<file path="src/rtl/router_out_reader.sv">
// router_out_reader: drains one packet (header, payload, parity) from a router output port FIFO,
// streams the payload and reports parity status; soft_reset abandons a packet in progress.
module router_out_reader #(
  parameter int DATA_WIDTH  = 8,
  parameter int WAIT_CYCLES = 0
) (
  input  logic                  clock,
  input  logic                  resetn,
  input  logic                  vld_out,
  input  logic [DATA_WIDTH-1:0] data_out,
  input  logic                  soft_reset,
  input  logic                  hold,
  output logic                  read_enb,
  output logic [1:0]            rx_addr,
  output logic [5:0]            rx_len,
  output logic [DATA_WIDTH-1:0] rx_data,
  output logic                  rx_data_valid,
  output logic                  pkt_done,
  output logic                  parity_err,
  output logic                  abort,
  output logic                  busy_rd
);
  typedef enum logic [1:0] {IDLE, WAIT, READ, DONE} state_t;
  state_t                state;
  logic [5:0]            wcnt;
  logic [6:0]            issued, rcv;
  logic                  rd_d, hdr, pay, par;
  logic [DATA_WIDTH-1:0] acc;
  // The first two reads go out before the header is decoded; every packet has at least two bytes.
  always_comb begin
    read_enb      = state == READ && vld_out && !hold &&
                    (issued < 7'd2 || issued < {1'b0, rx_len} + 7'd2);
    hdr           = state == READ && rd_d && rcv == 7'd0;
    pay           = state == READ && rd_d && rcv != 7'd0 && rcv <= {1'b0, rx_len};
    par           = state == READ && rd_d && rcv == {1'b0, rx_len} + 7'd1;
    rx_data_valid = pay;
    rx_data       = pay ? data_out : '0;
    busy_rd       = state != IDLE;
  end
  always_ff @(posedge clock or negedge resetn) begin
    if (!resetn) begin
      state      <= IDLE;
      wcnt       <= '0;
      issued     <= '0;
      rcv        <= '0;
      rd_d       <= 1'b0;
      acc        <= '0;
      rx_addr    <= '0;
      rx_len     <= '0;
      pkt_done   <= 1'b0;
      parity_err <= 1'b0;
      abort      <= 1'b0;
    end else begin
      pkt_done   <= 1'b0;
      parity_err <= 1'b0;
      abort      <= 1'b0;
      if (soft_reset && state != IDLE) begin
        state  <= IDLE;
        wcnt   <= '0;
        issued <= '0;
        rcv    <= '0;
        rd_d   <= 1'b0;
        acc    <= '0;
        abort  <= 1'b1;
      end else begin
        case (state)
          IDLE: if (vld_out) begin
            state <= WAIT_CYCLES == 0 ? READ : WAIT;
            wcnt  <= '0;
          end
          WAIT: if (wcnt == 6'(WAIT_CYCLES - 1)) state <= READ;
                else wcnt <= wcnt + 6'd1;
          READ: begin
            rd_d   <= read_enb;
            issued <= issued + 7'(read_enb);
            if (rd_d) rcv <= rcv + 7'd1;
            if (hdr) begin
              rx_len  <= data_out[7:2];
              rx_addr <= data_out[1:0];
              acc     <= data_out;
            end
            if (pay) acc <= acc ^ data_out;
            if (par) begin
              state      <= DONE;
              pkt_done   <= 1'b1;
              parity_err <= data_out != acc;
            end
          end
          DONE: begin
            state  <= IDLE;
            issued <= '0;
            rcv    <= '0;
            rd_d   <= 1'b0;
            acc    <= '0;
          end
          default: state <= IDLE;
        endcase
      end
    end
  end
endmodule

</file>
<file path="config.mk">
export PLATFORM = sky130hd
export DESIGN_NAME = router_out_reader
export DESIGN_NICKNAME = d
export VERILOG_FILES = /design/src/rtl/router_out_reader.sv
export SDC_FILE = /design/constraint.sdc
export NUM_CORES = 1
export LEC_CHECK = 0
export ABC_AREA = 1
export CORE_ASPECT_RATIO = 1.4
export CORE_MARGIN = 2
export CORE_UTILIZATION = 35
export DETAILED_ROUTE_END_ITERATION = 8
export SYNTH_ARGS = -nofsm -noshare
export SYNTH_HDL_FRONTEND = slang
export SYNTH_SLANG_ARGS = --single-unit
</file>
<file path="constraint.sdc">
create_clock -name clock -period 2.8 [get_ports clock]
set_input_delay 0.42 -clock clock [delete_from_list [all_inputs] [get_ports clock]]
set_output_delay 0.42 -clock clock [all_outputs]
set_load 0.1 [all_outputs]
</file>
==> metrics.cfg <==
[power_and_ir_drop]
power.internal_mw = 1.68
swShare_pct = 47.4
power.total_mw = 3.20
leakage_nw = 1.85
p_seq_share_pct = 27.0
p_per_area_nw_per_um2 = 828
pwr-share-comb_pct = 51.6
p_clk_share_pct = 21.5
p_switching_mw = 1.52
ir_drop_uv = 391

[flow_run]
cap_violations = 0

[grt]
antenna_found_initial = 0
gr-total-overflow = 0
grtUsageTotal_pct = 17.8
grt_pass1_wl_um = 12700
grt_pass1_vias = 2620
grt_max_degree = 29

[placement]
routabilityCongestion = 0.871
dp_slack_ns = 0.0752
dp_hpwl_um = 5820
placed_cell_area_um2 = 3560
dp.cells = 521
port_buffers = 34

[sta]
relSlewSlack_pct = 57.4
setup_slack_ns = 0.100
rsz0062_at_grt = yes
fin_skew_ns = 0.00994
tns_ns = 0
maxSlewViolCount = 0
finalHoldViolCount = 0
min_period_over_period_pct = 96.4
worstMarginPinSlew_ns = 0.639
hold_ws_ns = 0.149
fin_crit_ns = 2.70
setup_violations = 0
timing.fmax_mhz = 370

[clock_tree]
clock_latency_ns = 0.29
clock-sinks = 42
cts_tree = yes
root_buffer = clkbuf_16
clockBufferDepth = 2
clk_pin_slew_ns = 0.07
cts_buffers = 5
cts_htree_levels = 2
post_cts_hold_buffer_count = 0

[final_layout]
stdcell_area_um2 = 3870
syn_to_final_growth_pct = 33.3
fin_util_pct = 47.7
multi_input_area_um2 = 1760
layout-drive-gt1-share_pct = 24.8
diodes = 0
fillCellCount = 829
num-nets-final = 470
fin_cells = 541
regArea_um2 = 1070

[critical_path]
critPathArrivalTime_ns = 2.28
reg2reg_depth = 14
r2r_start = rx_len[2]$_DFFE_PN0P_
r2r_slack_ns = 0.15
worstSetupStartpointType = register
endpoint_kind = primary output
cp_max_fo = 5
reg2reg_to = issued[6]$_DFFE_PN0P_
crit_type = register to primary output
critPathRequiredTime_ns = 2.38

[synth]
synth_nets = 418
yosysSeqAreaShare_pct = 36.2
synth_edf_count = 0
synth_cell_type_count = 37
synthCells = 386
synth_seq_cells = 42
post_synth.cell_area_avg_um2 = 7.51
ys_warn_count = 0
async_flop_share_pct = 100
ys.flop_type = dfrtp_1
syn_area_um2 = 2900

[die]
fp.dieH_um = 112
dieArea_um2 = 9040
ios = 35
rows = 39
core_um2 = 8100
start_util_pct = 35.8
die_w_um = 80.9

[detailed_routing]
drcViolationCount = 0
drtIter0Drc = 139
drt-total-wl_um = 7470
avgRoutedWirePerCell_um = 13.8
viasPerCell = 4.94
vias = 2671
antenna_left = 0
firstDrtPassIters = 4

[min_path]
hold_path.class = input pin to async pin

[outcome]
outcome = completed

==> power by group through the flow <==
stage	logic, mW	clock network (mW)	registers, mW
floorplan	0.770	0	1.25
global placement	1.50	0	0.868
detailed placement	1.51	0	0.879
CTS	1.52	0.694	0.871
global route	1.80	0.724	0.884
finish	1.65	0.687	0.863
==> flip-flops by register name, indices dropped and copies added (netlist names) <==
name / count
abort: 1
acc: 8
issued: 7
parity_err: 1
pkt_done: 1
rcv: 7
rd_d: 1
rx_addr: 2
rx_len: 6
state: 2
wcnt: 6
==> timing repair <==
| item | CTS | global route |
|---|---|---|
| cloned | 0 | 0 |
| hold endpoints to repair | 0 | 0 |
| pin swaps | 0 | 12 |
| buffers inserted | 0 | 13 |
| gates resized for setup | 1 | 14 |
| endpoints found under the setup margin | 6 | 9 |
==> cells in the final DEF, fill, tap and decap left out, types with 4 or more instances in the layout <==
| cell type | n |
|---|---|
| ha_1 | 16 |
| o22ai_1 | 4 |
| a21oi_1 | 11 |
| clkbuf_16 | 5 |
| nor2_1 | 23 |
| xnor2_1 | 10 |
| nand2_2 | 10 |
| inv_1 | 44 |
| dfrtp_1 | 36 |
| nand4_1 | 15 |
| dfrtp_4 | 5 |
| buf_12 | 10 |
| nor2_2 | 6 |
| nor2_4 | 9 |
| buf_4 | 27 |
| nand2_1 | 95 |
| o21ai_2 | 9 |
| o21ai_0 | 8 |
| inv_2 | 7 |
| clkdlybuf4s50_1 | 11 |
| xor2_1 | 6 |
| o21ai_1 | 5 |
| nand3_1 | 31 |
==> layout make-up <==
cell class | count | area share, %
clock inverter | 1 | 0.776
tap | 102 | 3.30
clock buffer | 7 | 3.69
multi-input combinational | 286 | 45.6
sequential | 42 | 27.7
inverter | 53 | 5.31
timing repair buffer | 50 | 13.7
==> critical path, cell delays in order (launching register included) <==
cell	delay, ns
dfrtp_4	0.52
ha_4	0.19
nand2_2	0.06
nor2_2	0.04
xor2_1	0.16
ha_1	0.30
nand4_1	0.08
o211ai_1	0.31
a21boi_4	0.12
buf_12	0.19
==> logic make-up (layout without fill, tap and decap cells) <==
logic type               after synthesis  in the layout  share of synthesized area (%)
flip-flops                            42             42                           36.2
AO/OA/AOI/OAI                         47             47                           10.7
adder cells (fa/ha/maj)               19             19                           8.20
buffers and inverters                 58            111                           8.33
XOR/XNOR                              16             16                           4.83
AND/OR/NAND/NOR                      204            204                           31.8
==> worst max path at each step <==
stage | depth (start not counted) | endpoint | from | slack, ns
after floorplan | 14 | issued[6]$_DFFE_PN0P_ | rx_len[3]$_DFFE_PN0P_ | -0.42
after global placement | 14 | issued[6]$_DFFE_PN0P_ | rx_len[2]$_DFFE_PN0P_ | 0.15
after detailed placement | 15 | issued[5]$_DFFE_PN0P_ | rx_len[2]$_DFFE_PN0P_ | 0.08
after CTS | 11 | rx_data[1] | rx_len[4]$_DFFE_PN0P_ | 0.02
after global routing | 8 | read_enb | rx_len[2]$_DFFE_PN0P_ | -0.01
final | 9 | read_enb | rx_len[2]$_DFFE_PN0P_ | 0.1
==> per-layer routing <==
metal | up-vias | share of wire, % | wire (µm) | global-route usage (%)
met1 | 1252 | 42 | 3140 | 22.1
met2 | 41 | 53 | 3950 | 30.8
met4 | 0 | 2.4 | 183 | 6.55
met3 | 14 | 2.7 | 200 | 2.51
li1 | 1364 | - | - | -
met5 | - | 0 | 0 | 0
==> synthesized netlist by cell type, drive strengths merged, types with 2 or more instances <==
master	number	share of area [%]
a21oi	13	2.2
a22o	2	0.60
buf	5	1.4
dfrtp	42	36
ha	19	8.2
inv	53	6.9
nand2	108	15
nand3	32	5.5
nand4	15	3.2
nor2	38	5.3
nor3	5	1.2
nor3b	2	0.52
o21ai	23	5.5
o22ai	4	0.86
xnor2	10	3.0
xor2	6	1.8
Note: power is estimated with default switching activity, not from simulation.
